--- config.mk ---
export PLATFORM = sky130hd
export DESIGN_NAME = mem_bus_arbiter
export DESIGN_NICKNAME = d
export VERILOG_FILES = /design/src/rtl/mem_arb_pkg.sv /design/src/rtl/mem_bus_arbiter_rr_picker.sv /design/src/rtl/mem_bus_arbiter.sv
export SDC_FILE = /design/constraint.sdc
export NUM_CORES = 1
export LEC_CHECK = 0
export BUFFER_PORTS_ARGS = -buffer_cell sky130_fd_sc_hd__buf_2
export CAP_MARGIN = 0
export CELL_PAD_IN_SITES_DETAIL_PLACEMENT = 0
export CELL_PAD_IN_SITES_GLOBAL_PLACEMENT = 1
export CORE_MARGIN = 2
export CORE_UTILIZATION = 34
export DETAILED_ROUTE_END_ITERATION = 12
export GPL_ROUTABILITY_DRIVEN = 0
export MAX_ROUTING_LAYER = met4
export PLACE_DENSITY = 0.83
export SYNTH_ARGS = -nofsm -noshare
export SYNTH_HDL_FRONTEND = slang
export SYNTH_SLANG_ARGS = --single-unit
--- constraint.sdc ---
create_clock -name clk -period 2.1 [get_ports clk]
set_clock_uncertainty 0.15 [all_clocks]
set_input_delay 0.315 -clock clk [delete_from_list [all_inputs] [get_ports clk]]
set_output_delay 0.315 -clock clk [all_outputs]
set_load 0.005 [all_outputs]
--- src/rtl/mem_arb_pkg.sv ---
// Shared definitions for the RAM bus arbiter: width defaults, FSM encoding
// and lock counter sizing.
package mem_arb_pkg;

  localparam int ADDR_W_DEF   = 8;
  localparam int DATA_W_DEF   = 8;
  localparam int LOCK_MAX_DEF = 4;

  typedef enum logic [1:0] {
    IDLE   = 2'd0,
    GRANT  = 2'd1,
    LOCKED = 2'd2
  } arb_state_e;

  // Counter must be able to hold the value LOCK_MAX itself.
  function automatic int lock_cnt_w(input int lock_max);
    return $clog2(lock_max + 1);
  endfunction

  localparam int LOCK_CNT_W = lock_cnt_w(LOCK_MAX_DEF);

endpackage

--- src/rtl/mem_bus_arbiter_rr_picker.sv ---
// Combinational winner selection: optional fixed priority for port 0, otherwise
// first candidate found scanning upward from ptr with wrap-around.
module rr_picker #(
  parameter int NREQ  = 2,
  parameter int PTR_W = 1
) (
  input  logic [NREQ-1:0]  cand,
  input  logic [PTR_W-1:0] ptr,
  input  logic             prio0_en,
  output logic [NREQ-1:0]  pick,
  output logic             found
);

  localparam int IW = PTR_W + 1;

  logic [IW-1:0] idx;

  always_comb begin
    pick  = '0;
    found = 1'b0;
    idx   = '0;
    if (prio0_en && cand[0]) begin
      pick[0] = 1'b1;
      found   = 1'b1;
    end else begin
      for (int k = 0; k < NREQ; k++) begin
        idx = {1'b0, ptr} + IW'(k);
        if (idx >= IW'(NREQ)) begin
          idx = idx - IW'(NREQ);
        end
        if (!found && cand[idx[PTR_W-1:0]]) begin
          pick[idx[PTR_W-1:0]] = 1'b1;
          found                = 1'b1;
        end
      end
    end
  end

endmodule

--- src/rtl/mem_bus_arbiter.sv ---
// Arbitrates NREQ bus masters onto one synchronous RAM. State advances on the
// falling clock edge to line up with the CPU bus; read data returns one edge after grant.
module mem_bus_arbiter
  import mem_arb_pkg::*;
#(
  parameter int NREQ     = 2,
  parameter int ADDR_W   = ADDR_W_DEF,
  parameter int DATA_W   = DATA_W_DEF,
  parameter int PRIO0    = 1,
  parameter int LOCK_MAX = LOCK_MAX_DEF
) (
  input  logic                     clk,
  input  logic                     rst,
  input  logic [NREQ-1:0]          req,
  input  logic [NREQ-1:0]          we,
  input  logic [NREQ-1:0]          lock,
  input  logic [NREQ*ADDR_W-1:0]   addr,
  input  logic [NREQ*DATA_W-1:0]   wdata,
  output logic [NREQ-1:0]          gnt,
  output logic [NREQ-1:0]          rvalid,
  output logic [DATA_W-1:0]        rdata,
  output logic [ADDR_W-1:0]        mem_addr,
  output logic [DATA_W-1:0]        mem_dout,
  output logic                     mem_write,
  output logic                     mem_read,
  input  logic [DATA_W-1:0]        mem_din,
  output logic                     busy
);

  localparam int PTR_W = $clog2(NREQ);
  localparam int LCW   = lock_cnt_w(LOCK_MAX);

  arb_state_e        state_reg, state_next;
  logic [PTR_W-1:0]  rr_ptr_reg, rr_ptr_next;
  logic [PTR_W-1:0]  owner_reg, owner_next;
  logic [LCW-1:0]    lock_cnt_reg, lock_cnt_next;
  logic [NREQ-1:0]   gnt_reg, gnt_next;
  logic [NREQ-1:0]   rvalid_reg, rvalid_next;
  logic [DATA_W-1:0] rdata_reg, rdata_next;
  logic [ADDR_W-1:0] mem_addr_reg, mem_addr_next;
  logic [DATA_W-1:0] mem_dout_reg, mem_dout_next;
  logic              mem_write_reg, mem_write_next;
  logic              mem_read_reg, mem_read_next;

  logic [ADDR_W-1:0] addr_arr  [NREQ];
  logic [DATA_W-1:0] wdata_arr [NREQ];
  logic [NREQ-1:0]   cand, pick;
  logic              found, hold_lock, grant_any;
  logic [PTR_W-1:0]  pick_idx, win;

  genvar gi;
  for (gi = 0; gi < NREQ; gi++) begin : g_unpack
    assign addr_arr[gi]  = addr[gi*ADDR_W +: ADDR_W];
    assign wdata_arr[gi] = wdata[gi*DATA_W +: DATA_W];
  end

  // The port granted at the previous edge sits out this round.
  assign cand = req & ~gnt_reg;

  rr_picker #(
    .NREQ  (NREQ),
    .PTR_W (PTR_W)
  ) u_picker (
    .cand     (cand),
    .ptr      (rr_ptr_reg),
    .prio0_en (PRIO0 != 0),
    .pick     (pick),
    .found    (found)
  );

  always_comb begin
    pick_idx = '0;
    for (int i = 0; i < NREQ; i++) begin
      if (pick[i]) begin
        pick_idx = PTR_W'(i);
      end
    end
  end

  always_comb begin
    state_next     = state_reg;
    rr_ptr_next    = rr_ptr_reg;
    owner_next     = owner_reg;
    lock_cnt_next  = lock_cnt_reg;
    gnt_next       = '0;
    mem_addr_next  = mem_addr_reg;
    mem_dout_next  = mem_dout_reg;
    mem_write_next = 1'b0;
    mem_read_next  = 1'b0;
    rvalid_next    = mem_read_reg ? gnt_reg : '0;
    rdata_next     = mem_read_reg ? mem_din : rdata_reg;
    win            = pick_idx;
    grant_any      = 1'b0;
    hold_lock      = (state_reg == LOCKED) && req[owner_reg] && lock[owner_reg] &&
                     (lock_cnt_reg < LCW'(LOCK_MAX));

    if (hold_lock) begin
      win           = owner_reg;
      grant_any     = 1'b1;
      lock_cnt_next = lock_cnt_reg + LCW'(1);
      state_next    = LOCKED;
    end else if (found) begin
      win           = pick_idx;
      grant_any     = 1'b1;
      lock_cnt_next = lock[pick_idx] ? LCW'(1) : '0;
      state_next    = lock[pick_idx] ? LOCKED : GRANT;
    end else begin
      lock_cnt_next = '0;
      state_next    = IDLE;
    end

    if (grant_any) begin
      gnt_next[win]  = 1'b1;
      mem_addr_next  = addr_arr[win];
      mem_dout_next  = wdata_arr[win];
      mem_write_next = we[win];
      mem_read_next  = ~we[win];
      owner_next     = win;
      rr_ptr_next    = (win == PTR_W'(NREQ - 1)) ? '0 : win + PTR_W'(1);
    end
  end

  always_ff @(negedge clk or negedge rst) begin
    if (!rst) begin
      state_reg     <= IDLE;
      rr_ptr_reg    <= '0;
      owner_reg     <= '0;
      lock_cnt_reg  <= '0;
      gnt_reg       <= '0;
      rvalid_reg    <= '0;
      rdata_reg     <= '0;
      mem_addr_reg  <= '0;
      mem_dout_reg  <= '0;
      mem_write_reg <= 1'b0;
      mem_read_reg  <= 1'b0;
    end else begin
      state_reg     <= state_next;
      rr_ptr_reg    <= rr_ptr_next;
      owner_reg     <= owner_next;
      lock_cnt_reg  <= lock_cnt_next;
      gnt_reg       <= gnt_next;
      rvalid_reg    <= rvalid_next;
      rdata_reg     <= rdata_next;
      mem_addr_reg  <= mem_addr_next;
      mem_dout_reg  <= mem_dout_next;
      mem_write_reg <= mem_write_next;
      mem_read_reg  <= mem_read_next;
    end
  end

  assign gnt       = gnt_reg;
  assign rvalid    = rvalid_reg;
  assign rdata     = rdata_reg;
  assign mem_addr  = mem_addr_reg;
  assign mem_dout  = mem_dout_reg;
  assign mem_write = mem_write_reg;
  assign mem_read  = mem_read_reg;
  assign busy      = (state_reg != IDLE) | mem_read_reg;

endmodule

# After elaboration in Yosys (flattened, before gate mapping)
# Index checks and enable logic that the tools add are counted.
op_classes:
  n_reduce_logical: 9
  add_sub_neg: 5
  n_bitwise: 6
  order_cmp: 12
  n_mux: 51
  n_eq_ne: 1
op_table:
  columns: ["op", "count"]
  rows:
  - ["$mux W8", 6]
  - ["$mux W1", 33]
  - ["$mux W2", 8]
  - ["$lt A1 B2 Y1 const B", 5]
  - ["$logic_and A1 B1 Y1", 7]
  - ["$ge A2 B2 Y1 const B", 2]
  - ["$add A3 B1 Y3 const B", 1]
  - ["$demux W1 S1", 3]
  - ["$ge A1 B1 Y1 const B", 3]
  - ["$lt A3 B3 Y1 const B", 1]
  - ["$mux W3", 1]
  - ["$add A1 B1 Y2 const B", 1]
  - ["$and A2 B2 Y2", 1]
  - ["$eq A2 B2 Y1 const B", 1]
  - ["$ge A1 B2 Y1 const B", 1]
  - ["$not A1 Y2", 1]
  - ["$not A2 Y2", 1]
  - ["$or A2 B2 Y2", 1]
  - ["$reduce_bool A2 Y1", 1]
  - ["$sub A1 B1 Y1 const B", 2]
  - ["$add A1 B1 Y1 const B", 1]
  - ["$logic_not A1 Y1", 1]
  - ["$not A1 Y1", 1]
  - ["$or A1 B1 Y1", 1]
totals:
  reg_bits: 37
  output_inout_bits: 31
  in_bits: 48

# Logic depth before layout (Yosys ltp)
# Gate-level depths: netlist of the first run.
logic_depth:
  ltp_word: 19
  depth_mapped: 6
  mapped_depth_nobuf: 4

# Cells and area by module
# From an unflattened synthesis of the first run, not the netlist that was laid out.
unflattened:
  hier_cells: 129
  hier_area_um2: 1669.1
by_module_without_submodules:
  columns: ["mod", "instances", "area_each_um2", "cells_each"]
  rows:
  - ["mem_bus_arbiter", 1, 1632.8, 124]
  - ["rr_picker", 1, 36.3, 5]

==> results of run 1 <==
[per-stage QoR]
step                      setup TNS (ps)  std cells  power (mW)
after detailed placement          -16480        261       2.101
after global routing              -18740        290       3.077
after CTS                         -17080        284       2.801
final                             -17100        290       2.882
after floorplan                   -12590        121       1.666
after global placement            -15940        261       2.081
[cells by family after synthesis]
group	after synthesis	share of synthesized area
flops	36	0.5581
mux	8	0.05582
compound gates	26	0.1791
simple gates	44	0.1752
fa+ha+maj	1	0.007751
buf+inv	6	0.02403
[worst max path at each step]
stage                              to
after CTS                        busy
after global placement    mem_dout[5]
final                            busy
after detailed placement  mem_dout[5]
after global routing             busy
after floorplan           mem_addr[1]
[where the power goes]
group | internal (mW) | switching, mW | total [mW] | leakage, nW
Combinational | 0.747 | 0.535 | 1.28 | 0.844
Clock | 0.266 | 0.235 | 0.502 | 0.0445
Sequential | 0.970 | 0.128 | 1.10 | 0.440
Total | 1.98 | 0.898 | 2.88 | 1.33
[worst max-delay path: stages (launching register included)]
cell and delay [ps]:
dfrtn_1 350, or3_1 350, buf_2 140
[layout by cell type (no fill, tap or decap), types with 3 or more instances in the layout]
cell type / count
nor2_4: 3
and2_4: 3
a221o_2: 7
buf_6: 16
dfrtn_1: 36
clkbuf_8: 6
buf_2: 74
nor2_1: 5
a2bb2oi_4: 3
and2_1: 3
a221o_1: 9
buf_4: 16
and3_1: 16
mux2_2: 8
nand2_1: 3
[area by class of cell]
class | count | area (um^2)
Clock inverter | 1 | 7.507
Sequential cell | 36 | 900.9
Timing Repair Buffer | 109 | 725.7
Fill cell | 388 | 2059
Multi-Input combinational cell | 83 | 813.3
Tap cell | 54 | 67.56
Clock buffer | 7 | 86.33
[layer usage]
metal  global-route usage  routed length (um)
met2               0.2828                2245
met4              0.05350                  54
met3              0.04006                 248
met5                    -                   0
met1               0.2114                1947
[timing repair]
| item | 4_1_cts | 5_1_grt |
|---|---|---|
| pin swaps | 21 | 15 |
| resized for setup | 18 | 19 |
| cloned | 5 | 1 |
| buffers inserted | 10 | 6 |
| setup endpoints to repair | 57 | 57 |
==> results.ini, run 1 <==
[logic_synthesis]
ys_warn_count = 0
synthFlopType = dfrtn_1
netlist_area_mm2 = 0.001614
synth_edf_count = 0
yosysUniqueCellTypes = 31
ys_seq_area_frac = 0.5581
synth_top_area_cell = dfrtn_1
synth_most_common_cell = dfrtn_1
syn-num-nets = 170
yosys.area.top_type_share = 0.5581
avgSynthCellArea_um2 = 13.34
yosys-top-cells-count = 36 x dfrtn_1, 17 x and3_1, 9 x a221o_1
ys_seq_elements = 36
yosys-top-cells-area = dfrtn_1 56%, and3_1 6.6%, a221o_1 5.6%, mux2_2 5.6%, a221o_2 4.9%
syn_inst = 121
synth-async-reset-ratio = 1.000

[pwr]
peakVddDrop_mv = 0.5261
leakagePower_nw = 1.328
power_density_mw_per_mm2 = 1108

[setup_path]
crit_required_ps = 1630
critPathMaxFanout = 2
r2r_start = state_reg[1]
cp-end-kind = output pin
r2r_cells = 5
arrival_ps = 2180
cp-start-kind = register
crit_start = mem_read
worstSetupPathType = reg -> out
r2r-end = mem_dout[3]
reg2reg_slack_ps = 40

[clock_network]
clkLatencyLatePin_ps = 290
cts_tree = yes
cts_sinks = 36
ctsHoldBuffers = 0
cts.clk_slew.worst_paths_ps = 50
h-tree-depth = 2
clockRootBuffer = clkbuf_8
cts_made_buffers = 5
cts_buffer_depth = 2

[placement]
preCtsSetupSlack_ps = -743.9
hpwl_um = 2844
placed_area_mm2 = 0.002155
port_buffers = 78

[cells_and_area]
diodes = 0
drive_gt1_frac = 0.6568
final_nets = 284
stdcell_area_mm2 = 0.002601
fin_util = 0.5581
area_growth_syn_to_layout_pct = 61.16

[sta]
finalSetupViolations = 56
hold_viol = 0
setup_ws_ps = -549.1
timing.hold.ws_ps = 302.1
max-slew-margin-rel = 0.7185
slew_violations = 0
worst_pin_slew_ps = 421.8
rsz0062_at_grt = true

[global_routing]
grt_start_max_net_pins = 37
first_global_vias = 1415
grt_usage = 0.1723
grt.overflow.total = 0
grt_pass1_wl_um = 6782
antenna_found_initial = 0

[route]
dr_total_vias = 1494
drc = 0
postRouteAntennaNets = 0
drtIter0Drc = 45
wl_um = 4495
post_drt_via_cell_ratio = 5.152
route.detailed.wl_per_inst_um = 15.50
first_pass_iters = 4

[hold_path]
hold_depth = 1
worstHoldStart = rdata[6]
hold_end = rdata[6]
hp-class = reg -> reg

[job]
cap_violations = 0

[floorplanning]
die_area_mm2 = 0.005314
floorplan.initialDensity = 0.3463
core_mm2 = 0.004661
ios = 79
fp.dieH_um = 72.90
die_w_um = 72.90
fp-row-count = 25

[status]
status = finished, violations left
violations = setup timing

Power figures use the tool's default switching activity.
==> inputs of run 2 (changes only) <==
ABC_AREA = 1   (was not set)
CORE_UTILIZATION = 33   (was 34)
PLACE_DENSITY = 0.84   (was 0.83)
==> run 2 against run 1 <==
Against the previous run: the run still ends with setup timing left; area after synthesis rose by 8.7%; design area increased by 13%; setup slack improved by 160 ps; final cell count increased by 36%; non-clock buffer count is 9 higher; largest power group unchanged; via count up 14%; sequential cell count stayed put.
==> results.ini, run 2 <==
[route]
post_drt_via_cell_ratio = 4.322  ; was 5.152
wl_um = 4891  ; was 4495 um
route.detailed.wl_per_inst_um = 12.41  ; was 15.50 um
drc = 0  ; unchanged
drtIter0Drc = 93  ; was 45
first_pass_iters = 4  ; unchanged
dr_total_vias = 1703  ; was 1494
postRouteAntennaNets = 0  ; unchanged

[sta]
fin_tns_setup_ps = -11120  ; was -17100 ps
max-slew-margin-rel = 0.8455  ; was 0.7185
hold_viol = 0  ; unchanged
rsz0062_at_grt = true  ; unchanged
timing.hold.ws_ps = 244.7  ; was 302.1 ps
worst_pin_slew_ps = 231.3  ; was 421.8 ps
finalSetupViolations = 52  ; was 56
slew_violations = 0  ; unchanged
setup_ws_ps = -390.9  ; was -549.1 ps

[pwr]
p_int_mw = 2.592  ; was 1.984 mW
p_switching_mw = 1.644  ; was 898.0 uW
swShare = 0.3881  ; was 0.3116
clkPwrFrac = 0.143  ; was 0.174
leakagePower_nw = 1.599  ; was 1.328 nW
pwr-share-comb = 0.566  ; was 0.445
power_frac_seq = 0.290  ; was 0.381
peakVddDrop_mv = 0.6374  ; was 0.5261 mV
power_density_mw_per_mm2 = 1436  ; was 1108 mW/mm^2

[logic_synthesis]
synth_top_area_cell = dfrtn_1  ; unchanged
syn_inst = 205  ; was 121
ys_warn_count = 0  ; unchanged
synth_most_common_cell = nand2_1  ; was dfrtn_1
yosys-top-cells-count = 65 x nand2_1, 37 x nand3_1, 36 x dfrtn_1  ; was 36 x dfrtn_1, 17 x and3_1, 9 x a221o_1
yosys.area.top_type_share = 0.5136  ; was 0.5581
netlist_area_mm2 = 0.001754  ; was 0.001614 mm^2
yosys-top-cells-area = dfrtn_1 51%, nand2_1 14%, nand3_1 11%, inv_1 5.8%, mux2_2 5.1%  ; was dfrtn_1 56%, and3_1 6.6%, a221o_1 5.6%, mux2_2 5.6%, a221o_2 4.9%
synth-async-reset-ratio = 1.000  ; unchanged
yosysUniqueCellTypes = 21  ; was 31
ys_seq_area_frac = 0.5136  ; was 0.5581
synth_edf_count = 0  ; unchanged
ys_seq_elements = 36  ; unchanged
synthFlopType = dfrtn_1  ; unchanged
avgSynthCellArea_um2 = 8.557  ; was 13.34 um^2
syn-num-nets = 254  ; was 170

[clock_network]
cts_made_buffers = 5  ; unchanged
clockRootBuffer = clkbuf_8  ; unchanged
clkLatencyLatePin_ps = 290  ; about the same
cts_sinks = 36  ; unchanged
h-tree-depth = 2  ; unchanged
cts_buffer_depth = 2  ; unchanged
cts_tree = yes  ; unchanged
ctsHoldBuffers = 0  ; unchanged
cts.clk_slew.worst_paths_ps = 50  ; about the same

[setup_path]
cp-end-kind = output pin  ; unchanged
worstSetupPathType = reg -> out  ; unchanged
slowest_delay_ps = 470  ; was 350 ps
crit_required_ps = 1630  ; about the same
path_delay_family = flip-flops  ; unchanged
arrival_ps = 2030  ; was 2180 ps
critPathMaxFanout = 4  ; was 2
cp_slowest_cell = dfrtn_1  ; unchanged
path_buf_inv = 1  ; unchanged
cp-start-kind = register  ; unchanged
cp_cell_sequence = nor2_1 > nand2_1 > buf_2  ; was or3_1 > buf_2

[floorplanning]
core_mm2 = 0.005107  ; was 0.004661 mm^2
ios = 79  ; unchanged
floorplan.initialDensity = 0.3435  ; was 0.3463
fp.dieH_um = 76.91  ; was 72.90 um
die_area_mm2 = 0.005915  ; was 0.005314 mm^2
die_w_um = 76.91  ; was 72.90 um
fp-row-count = 26  ; was 25

[global_routing]
first_global_vias = 1583  ; was 1415
grt_usage = 0.1709  ; was 0.1723
antenna_found_initial = 0  ; unchanged
grt_start_max_net_pins = 37  ; unchanged
grt.overflow.total = 0  ; unchanged
grt_pass1_wl_um = 7507  ; was 6782 um

[cells_and_area]
final_nets = 372  ; was 284
fillers = 459  ; was 388
final_common_cell = buf_2  ; unchanged
fin_util = 0.5777  ; was 0.5581
drive_gt1_frac = 0.5957  ; was 0.6568
diodes = 0  ; unchanged
area_growth_syn_to_layout_pct = 68.19  ; was 61.16%
mostFrequentLayoutCells = 75 x buf_2, 43 x nand2_1, 36 x dfrtn_1, 30 x buf_4, 25 x inv_1  ; was 74 x buf_2, 36 x dfrtn_1, 16 x and3_1, 16 x buf_6, 16 x buf_4
layout.cells.non_filler = 394  ; was 290

[status]
violations = setup timing  ; unchanged
status = finished, violations left  ; unchanged

[placement]
hpwl_um = 3251  ; was 2844 um
port_buffers = 78  ; unchanged
preCtsSetupSlack_ps = -534.2  ; was -743.9 ps
post-place-cells = 367  ; was 261

[job]
cap_violations = 0  ; unchanged

[hold_path]
hp-class = reg -> reg  ; unchanged

run 2: cell count changes after synthesis, moves of 4 or more:
| cell | before | now |
|---|---|---|
| nand2_1 | 4 | 65 |
| nand3_1 | 0 | 37 |
| inv_1 | 0 | 27 |
| and3_1 | 17 | 0 |
| a221o_1 | 9 | 0 |
| a221o_2 | 7 | 0 |
| and2_1 | 5 | 0 |
| buf_4 | 0 | 4 |
| nand2_2 | 0 | 4 |
run 2: what timing repair did:
action                                  in CTS  in global routing
cloned                                       4                  0
endpoints found under the setup margin      53                 53
pin swaps                                   31                 13
setup buffers                                8                  9
gates resized for setup                     51                 13
run 2: logic make-up (layout without fill, tap and decap cells):
logic type,count (synthesis),in the layout,share of synthesized area
AO/OA/AOI/OAI,2,2,0.006419
multiplexers,8,8,0.05136
adder cells (fa/ha/maj),1,1,0.007132
buffers and inverters,38,157,0.1049
AND/OR/NAND/NOR,120,120,0.3167
flip-flops,36,36,0.5135
run 2: path summary, 6_finish.rpt:
check                                startpoint               to  slack, ps  cells past startpoint
worst min-delay path            lock_cnt_reg[0]  lock_cnt_reg[0]        240                      1
min in group asynchronous                   rst         rdata[6]        760                      2
max in group asynchronous                   rst      mem_dout[1]        830                      2
worst min register to register  lock_cnt_reg[0]  lock_cnt_reg[0]        240                      1
worst max register to register     state_reg[1]      mem_dout[3]        430                      9
worst max-delay path                   mem_read             busy       -390                      3
run 2: final cells by class:
cell class	instances	area (um^2)	area share
clock buffers	5	68.82	0.02332
clock inverters	3	42.54	0.01442
inverters	30	136.4	0.04623
multi-input cells	131	909.6	0.3083
flip-flops and latches	36	900.9	0.3053
well taps	70	87.58	0.02969
repair buffers	118	788.3	0.2672
repair inverters	1	16.27	0.005513
run 2: through the flow:
| stage | cell area, um^2 | power (mW) |
|---|---|---|
| after floorplan | 1873 | 2.327 |
| after global placement | 2455 | 2.980 |
| after detailed placement | 2455 | 3.016 |
| after CTS | 2884 | 4.168 |
| after global routing | 2950 | 4.555 |
| final | 2950 | 4.236 |
run 2: power by group through the flow:
stage / sequential, mW / combinational (mW) / clock [mW]
final: 1.23 / 2.40 / 0.606
after global routing: 1.26 / 2.64 / 0.653
after CTS: 1.23 / 2.32 / 0.618
after detailed placement: 1.22 / 1.79 / 0
after global placement: 1.22 / 1.76 / 0
after floorplan: 1.26 / 1.07 / 0
run 2: routing by layer:
metal | vias to the layer above | global-route usage | part of all wire
met4 | 0 | 0.05455 | 0.013
li1 | 875 | - | -
met5 | - | - | 0
met1 | 770 | 0.2012 | 0.44
met2 | 53 | 0.2868 | 0.50
met3 | 5 | 0.04353 | 0.050
